==> src/rtl/ps2_pkg.sv <==
// Shared definitions for the PS/2 Set 2 scan-code path.
// Contents:
//   PS2_EXT / PS2_BRK - prefix bytes (extended, break)
//   is_ignored()      - device status/ack/error bytes that never form a key event
//   pfx_t             - prefix-flag state, bit 1 = ext_f, bit 0 = brk_f
package ps2_pkg;

   localparam logic [7:0] PS2_EXT = 8'hE0;
   localparam logic [7:0] PS2_BRK = 8'hF0;

   localparam logic [7:0] PS2_ERR0   = 8'h00;
   localparam logic [7:0] PS2_BAT_OK = 8'hAA;
   localparam logic [7:0] PS2_ECHO   = 8'hEE;
   localparam logic [7:0] PS2_ACK    = 8'hFA;
   localparam logic [7:0] PS2_BAT_ER = 8'hFC;
   localparam logic [7:0] PS2_RESEND = 8'hFE;
   localparam logic [7:0] PS2_ERR1   = 8'hFF;

   typedef enum logic [1:0] {
      PFX_IDLE    = 2'b00,
      PFX_BRK     = 2'b01,
      PFX_EXT     = 2'b10,
      PFX_EXT_BRK = 2'b11
   } pfx_t;

   function automatic logic is_ignored(input logic [7:0] b);
      return (b == PS2_ERR0)   || (b == PS2_BAT_OK) || (b == PS2_ECHO) ||
             (b == PS2_ACK)    || (b == PS2_BAT_ER) || (b == PS2_RESEND) ||
             (b == PS2_ERR1);
   endfunction

endpackage

==> src/rtl/ps2_ascii_rom.sv <==
// Combinational Set 2 scan code to ASCII lookup.
// Ports:
//   code  in  8  scan code (without prefixes)
//   ext   in  1  code carried an E0 prefix; extended keys have no ASCII
//   ascii out 8  lower-case letter, digit, space, CR or BS; 0x00 otherwise
module ps2_ascii_rom
   import ps2_pkg::*;
(
   input  logic [7:0] code,
   input  logic       ext,
   output logic [7:0] ascii
);

   always_comb begin
      ascii = 8'h00;
      if (!ext) begin
         case (code)
            8'h1C: ascii = 8'h61; 8'h32: ascii = 8'h62; 8'h21: ascii = 8'h63;
            8'h23: ascii = 8'h64; 8'h24: ascii = 8'h65; 8'h2B: ascii = 8'h66;
            8'h34: ascii = 8'h67; 8'h33: ascii = 8'h68; 8'h43: ascii = 8'h69;
            8'h3B: ascii = 8'h6A; 8'h42: ascii = 8'h6B; 8'h4B: ascii = 8'h6C;
            8'h3A: ascii = 8'h6D; 8'h31: ascii = 8'h6E; 8'h44: ascii = 8'h6F;
            8'h4D: ascii = 8'h70; 8'h15: ascii = 8'h71; 8'h2D: ascii = 8'h72;
            8'h1B: ascii = 8'h73; 8'h2C: ascii = 8'h74; 8'h3C: ascii = 8'h75;
            8'h2A: ascii = 8'h76; 8'h1D: ascii = 8'h77; 8'h22: ascii = 8'h78;
            8'h35: ascii = 8'h79; 8'h1A: ascii = 8'h7A;
            8'h45: ascii = 8'h30; 8'h16: ascii = 8'h31; 8'h1E: ascii = 8'h32;
            8'h26: ascii = 8'h33; 8'h25: ascii = 8'h34; 8'h2E: ascii = 8'h35;
            8'h36: ascii = 8'h36; 8'h3D: ascii = 8'h37; 8'h3E: ascii = 8'h38;
            8'h46: ascii = 8'h39;
            8'h29: ascii = 8'h20;
            8'h5A: ascii = 8'h0D;
            8'h66: ascii = 8'h08;
            default: ascii = 8'h00;
         endcase
      end
   end

endmodule

==> src/rtl/ps2_scancode_decoder.sv <==
// Resolves E0/F0 prefixed Set 2 scan-code bytes into key events, tracks the
// single held key (suppressing typematic repeats in the press count) and
// provides an ASCII translation of the last event.
// Ports:
//   clk, reset          clock, asynchronous active-high reset
//   byte_data/valid     validated scan-code byte and its one-cycle strobe
//   event_valid         one-cycle strobe, cycle after the completing byte
//   event_make/ext      make(1)/break(0) and E0 flag of the last event
//   key_code, ascii     last event code and its ASCII (0x00 if none)
//   key_held            a key is currently held
//   press_count         distinct presses since reset, wraps modulo 2^CNT_W
module ps2_scancode_decoder
   import ps2_pkg::*;
#(
   parameter int CNT_W = 8
) (
   input  logic             clk,
   input  logic             reset,
   input  logic [7:0]       byte_data,
   input  logic             byte_valid,
   output logic             event_valid,
   output logic             event_make,
   output logic             event_ext,
   output logic [7:0]       key_code,
   output logic [7:0]       ascii,
   output logic             key_held,
   output logic [CNT_W-1:0] press_count
);

   pfx_t       pfx_p1;
   logic [7:0] held_code_p1;
   logic       held_ext_p1;

   logic ext_f;
   logic brk_f;
   logic held_match;

   assign ext_f      = pfx_p1[1];
   assign brk_f      = pfx_p1[0];
   // A key is "the same" only if both its code and its E0 flag agree.
   assign held_match = key_held && (held_ext_p1 == ext_f) && (held_code_p1 == byte_data);

   // Byte in -> registered prefix state, event outputs and held-key state
   always_ff @(posedge clk or posedge reset) begin
      if (reset) begin
         pfx_p1       <= PFX_IDLE;
         held_code_p1 <= 8'h00;
         held_ext_p1  <= 1'b0;
         key_held     <= 1'b0;
         press_count  <= '0;
         event_valid  <= 1'b0;
         event_make   <= 1'b0;
         event_ext    <= 1'b0;
         key_code     <= 8'h00;
      end else begin
         event_valid <= 1'b0;
         if (byte_valid) begin
            if (byte_data == PS2_EXT) begin
               pfx_p1 <= pfx_t'({1'b1, brk_f});
            end else if (byte_data == PS2_BRK) begin
               pfx_p1 <= pfx_t'({ext_f, 1'b1});
            end else if (is_ignored(byte_data)) begin
               pfx_p1 <= PFX_IDLE;
            end else begin
               pfx_p1      <= PFX_IDLE;
               event_valid <= 1'b1;
               event_make  <= ~brk_f;
               event_ext   <= ext_f;
               key_code    <= byte_data;
               if (!brk_f) begin
                  // A make of the already-held key is typematic repeat.
                  if (!held_match) begin
                     held_code_p1 <= byte_data;
                     held_ext_p1  <= ext_f;
                     key_held     <= 1'b1;
                     press_count  <= press_count + CNT_W'(1);
                  end
               end else if (held_match) begin
                  key_held <= 1'b0;
               end
            end
         end
      end
   end

   // Registered event code -> combinational ASCII
   ps2_ascii_rom u_ascii_rom (
      .code  (key_code),
      .ext   (event_ext),
      .ascii (ascii)
   );

endmodule
==> config.mk <==
export PLATFORM = sky130hd
export DESIGN_NAME = ps2_scancode_decoder
export DESIGN_NICKNAME = d
export VERILOG_FILES = /design/src/rtl/ps2_pkg.sv /design/src/rtl/ps2_ascii_rom.sv /design/src/rtl/ps2_scancode_decoder.sv
export SDC_FILE = /design/constraint.sdc
export NUM_CORES = 1
export LEC_CHECK = 0
export ABC_AREA = 1
export CORE_MARGIN = 3
export CORE_UTILIZATION = 60
export CTS_BUF_LIST = sky130_fd_sc_hd__clkbuf_2
export CTS_CLUSTER_DIAMETER = 100
export DETAILED_ROUTE_END_ITERATION = 10
export PLACE_DENSITY = 0.95
export SYNTH_ARGS = -nofsm -noshare
export SYNTH_HDL_FRONTEND = slang
export SYNTH_SLANG_ARGS = --single-unit
==> constraint.sdc <==
create_clock -name clk -period 2.79 [get_ports clk]
set_input_delay 0.558 -clock clk [delete_from_list [all_inputs] [get_ports clk]]
set_output_delay 0.558 -clock clk [all_outputs]
set_load 0.1 [all_outputs]
==> Yosys cells after proc, flatten, opt, wreduce, memory -nomap -nowiden <==
Memory sizes are Yosys's and may differ from the RTL's.
Cells that the tools add are included.
{ "word_totals": {"ff_bits": 31, "romBits": 896, "in_bits": 11, "elab_cells": 55, "mem_count": 1} }
{ "mem_list": {"columns": ["memory", "depth", "width", "rd", "rd_clocked_by_memory_dff", "wr", "line_no", "text"], "rows": [
  ["(name not given)", 128, 7, 1, 0, 0, "ps2_ascii_rom.sv:17", "case (code)"]
]} }
{ "classes": {"addsub": 1, "eq_ne": 13, "muxes": 11, "bitwise": 5, "n_reduce_logical": 14} }
{ "ops": {"columns": ["operator", "n"], "rows": [
  ["$eq 8x8->1 const B", 8],
  ["$mux 8", 2],
  ["$reduce_and 6->1", 2],
  ["$add 8x1->8 const B", 1],
  ["$eq 8x8->1", 1],
  ["$logic_not 8->1", 1],
  ["$mux 1", 7],
  ["$logic_or 1x1->1", 6],
  ["$not 1->1", 5],
  ["$mux 2", 2],
  ["$ne 2x2->1 const B", 2],
  ["$reduce_and 2->1", 2],
  ["$reduce_and 4->1", 1],
  ["$logic_and 1x1->1", 2],
  ["$ne 2x1->1 const B", 1],
  ["$eq 1x1->1", 1]
]} }

==> Depth between registers and ports, before layout <==
{ "depth": {"depth_word": 11, "mapped_depth": 12} }

==> Modules after synthesis <==
Synthesis repeated with hierarchy kept, for this count alone.
{ "unflattened": {"cells_unflattened": 391, "hier_area_um2": 2543.7} }
{ "modules_own_cells": {"columns": ["module", "instances", "cells_each", "area_each_um2", "seq_area_each_um2"], "rows": [
  ["ps2_scancode_decoder", 1, 234, 1757.9, 775.7],
  ["ps2_ascii_rom", 1, 157, 785.8, 0.0]
]} }

==> Worst setup path after synthesis <==
No wires, ideal clock.
{ "synth_timing": {"path_kind": "reg2out", "from": "register key_code[1]", "to": "output ascii[1]", "t_arrival_ns": 3.483, "required_time_ns": 2.232, "path_slack_ns": -1.251, "stages_incl_launch_ff": 9, "path_buffers": 0, "path_cell_list": "dfrtp_1 -> inv_1 -> ha_1 -> inv_1 -> o21ai_0 -> nand2_1 -> nand2_1 -> nand2_1 -> a21oi_1"} }
{ "synth_via": {"elab_chain_cells": 3} }
{ "synth_lines": {"columns": ["item", "line_no", "text"], "rows": [
  ["start, declared", "ps2_scancode_decoder.sv:24", "output logic [7:0] key_code,"],
  ["start signal, assigned", "ps2_scancode_decoder.sv:69", "key_code <= byte_data;"],
  ["$mem_v2 128x7", null, null],
  ["$mux 8", "ps2_ascii_rom.sv:17", null],
  ["$mux 8", "ps2_ascii_rom.sv:16", "if (!ext) begin"],
  ["end, declared", "ps2_scancode_decoder.sv:25", "output logic [7:0] ascii,"]
]} }
No other way between the ends.

==> Worst setup path in the final report <==
{ "layout_timing": {"from": "register key_code[1]", "to": "output ascii[4]"} }
Same word-level chain as after synthesis.

==> impl_metrics.env <==
export IMPL_hold_path_class="flop to flop"
export IMPL_powerDensity_nw_per_um2=647.9
export IMPL_clock_skew_final_ns=0.01667
export IMPL_synth_compound_area_share_pct=11.60
export IMPL_num_vias=2697
export IMPL_ir_worst_vdd_mv=0.7208
export IMPL_vias_per_cell=5.876
export IMPL_final_cells=459
export IMPL_die_x_um=69.61
export IMPL_place_gp_congestion=0.9971
export IMPL_grtUsageTotal_pct=28.31
export IMPL_ant_nets=0
export IMPL_gr_total_overflow=0
export IMPL_cts_sinks=31
export IMPL_p_switching_mw=1.044
export IMPL_rr_worst_depth=10
export IMPL_rr_startpoint="pfx_p1[1]"
export IMPL_rrSetupSlack_ns=1.19
export IMPL_period_needed_ns=2.726
export IMPL_critPathBufInv=3
export IMPL_htree_num_levels=2
export IMPL_multi_input_area_um2=1530
export IMPL_cts_buffers=5
export IMPL_clkTransAtPathRegs_ns=0.17
export IMPL_cp_max_fo=7
export IMPL_clk_latency_ns=0.36
export IMPL_placedCellCount=447
export IMPL_ys_seq_area_share_pct=31.96
export IMPL_netlist_instances=372
export IMPL_synthesis_area_um2=2427
export IMPL_critPathMaxStageDelay_ns=0.54
export IMPL_synth_async_reset_ratio_pct=100.0
export IMPL_cts_tree="yes"
export IMPL_grt_pass1_wl_um=11400
export IMPL_n_antenna_cell=0
export IMPL_layout_setup_ws_ns=0.06420
export IMPL_grt_pass1_vias=2518
export IMPL_antenna_found_initial=0
export IMPL_p_clk_share_pct=15.1
export IMPL_path_class="flop to primary output"
export IMPL_chipHeight_um=69.61
export IMPL_wl_um=7145
export IMPL_required_ns=2.23
export IMPL_power_total_mw=2.006
export IMPL_yosys_area_share_simple_pct=38.71
export IMPL_fillCellCount=242
export IMPL_syn_area_per_cell_um2=6.525
export IMPL_intPower_mw=0.9617
export IMPL_fin_crit_sh_pct=97.70
export IMPL_dp_final_hpwl_um=4774
export IMPL_crit_path_end_kind="primary output"
export IMPL_port_buffers=37
export IMPL_cp_top_family="flip-flops"
export IMPL_synthMuxAreaShare_pct=0
export IMPL_final_seq_area_um2=785.8
export IMPL_wl_per_cell_um=15.57
export IMPL_path_common_cell="nand2_2"
export IMPL_start_util_pct=64.37
export IMPL_dieArea_um2=4845
export IMPL_synth_fa_ha_area_share_pct=4.124
export IMPL_startpoint_type="flop"
export IMPL_drc=0
export IMPL_worst_pin_slew_ns=0.7894
export IMPL_p_seq_share_pct=30.4
export IMPL_drt_iter0_markers=369
export IMPL_dp_slack_ns=0.2663
export IMPL_min_path_cells=2
export IMPL_ys_types=34
export IMPL_min_from="event_make"
export IMPL_setup_viol=0
export IMPL_synth_edf_count=0
export IMPL_cp_data_arrival_time_ns=2.17
export IMPL_power_frac_comb_pct=54.5
export IMPL_min_to="event_make"
export IMPL_nets=429
export IMPL_first_pass_iters=6
export IMPL_netSwitchingFraction_pct=52.05
export IMPL_layout_commonest_cell="nand2_1"
export IMPL_max_slew_margin_rel_pct=47.31
export IMPL_cp_slowest_cell="dfrtp_4"
export IMPL_max_cap_viol_count=0
export IMPL_num_rows=22
export IMPL_ios=39
export IMPL_r2r_end="press_count[7]"
export IMPL_area_delta_synth_final_pct=27.53
export IMPL_synth_warnings=0
export IMPL_grt_max_degree=22
export IMPL_synth_top_family_by_area="simple AND/OR/NAND/NOR gates"
export IMPL_core_area_um2=3771
export IMPL_leakage_nw=1.552
export IMPL_slew_viol_final=0
export IMPL_ctsHoldBuffers=0
export IMPL_mostFrequentLayoutCells="nand2_1 (117), inv_1 (41), nor2_1 (37), buf_4 (27), dfrtp_1 (25)"
export IMPL_status="finished, final reports clean"
export IMPL_root_buffer="clkbuf_2"
export IMPL_timing_fmax_mhz=366.9
export IMPL_hold_viol=0
export IMPL_path_cells="inv_4, ha_2, nand2_2, nand2_2, inv_1, nor3_1, o21ai_0, a21oi_4, buf_12"
export IMPL_drive_gt1_share_pct=20.19
export IMPL_cts_buffer_depth=2
export IMPL_rsz0062_at_grt="yes"
export IMPL_synth_ff_type="dfrtp_1"
export IMPL_synth_seq_cells=31
export IMPL_synth_xor_area_share_pct=2.526
export IMPL_syn_nets=391
worst max-delay path by stage:
stage | from | to | slack [ns] | cells after the start
2_1_floorplan | key_code[0] | ascii[1] | 0.008 | 8
3_3_place_gp | key_code[1] | ascii[4] | 0.26 | 7
3_5_place_dp | key_code[1] | ascii[0] | 0.27 | 7
4_1_cts | key_code[0] | ascii[1] | 0.02 | 9
5_1_grt | key_code[1] | ascii[4] | -0.09 | 9
6_report | key_code[1] | ascii[4] | 0.06 | 9
cell type report:
class	count	area share (%)
repair buffers	45	14.96
clock buffers	5	0.8084
multi-input cells	280	49.43
inverters	47	6.225
flip-flops and latches	31	25.38
clock inverters	3	1.253
well taps	48	1.940
synthesized netlist by cell type (all sizes together), types with 4 or more instances:
master / count / area share, %
nand2: 125 / 20
inv: 46 / 7.1
nor2: 44 / 7.8
dfrtp: 31 / 32
o21ai: 26 / 5.4
nand4: 21 / 5.4
nand3: 18 / 4.4
a21oi: 13 / 2.7
buf: 11 / 3.2
ha: 8 / 4.1
a31oi: 4 / 1.0
o211ai: 4 / 1.2
xnor2: 4 / 1.4
worst reg2reg max path, delay by kind of cell (launching register included):
family,cells,cell delay (ns)
AND/OR/NAND/NOR,9,0.95
flip-flops,1,0.43
buffers and inverters,1,0.11
registers in the layout, summed over array words and instances (netlist names), 2 cells and up:
name          count
held_code_p1      8
key_code          8
pfx_p1            2
press_count       8
kinds of logic (layout without fill, tap and decap cells):
| kind of cell | count (synthesis) | in the layout |
|---|---|---|
| compound gates | 51 | 51 |
| xor+xnor | 7 | 7 |
| fa+ha+maj | 8 | 8 |
| buf+inv | 61 | 100 |
| flops | 31 | 31 |
| other cells | 1 | 1 |
| simple gates | 213 | 213 |
power groups by stage:
stage	clock (mW)	combinational, mW	sequential, mW
finish	0.302	1.09	0.610
detailed placement	0	1.02	0.616
global placement	0	1.01	0.611
floorplan	0	0.472	0.915
CTS	0.303	1.03	0.612
global route	0.329	1.15	0.620
repair_timing:
| action | in CTS | in global routing |
|---|---|---|
| gates resized for setup | 4 | 24 |
| endpoints found under the hold margin | 0 | 0 |
| setup endpoints to repair | 6 | 7 |
| pin swaps | 0 | 5 |
| buffers inserted | 0 | 4 |
metal layers:
| layer | GRT usage [%] | up-vias | wire length [µm] | share of wire, % |
|---|---|---|---|---|
| met5 | 0 | - | 0 | 0 |
| met2 | 49.47 | 178 | 3597 | 50 |
| li1 | - | 1267 | - | - |
| met1 | 33.73 | 1213 | 2682 | 38 |
| met3 | 4.928 | 39 | 570 | 8.0 |
| met4 | 12.58 | 0 | 294 | 4.1 |
metrics by stage:
stage	util (%)	cell area [µm²]	hold WS (ns)	TNS (ns)
after floorplan	-	2520	0.4562	0
after global placement	77.21	2912	0.4644	0
after detailed placement	77.21	2912	0.4823	0
after CTS	79.20	2987	0.5233	0
after global routing	82.08	3095	0.5433	-0.1576
final	82.08	3095	0.5200	0
Note: power is estimated with default switching activity, not from simulation.
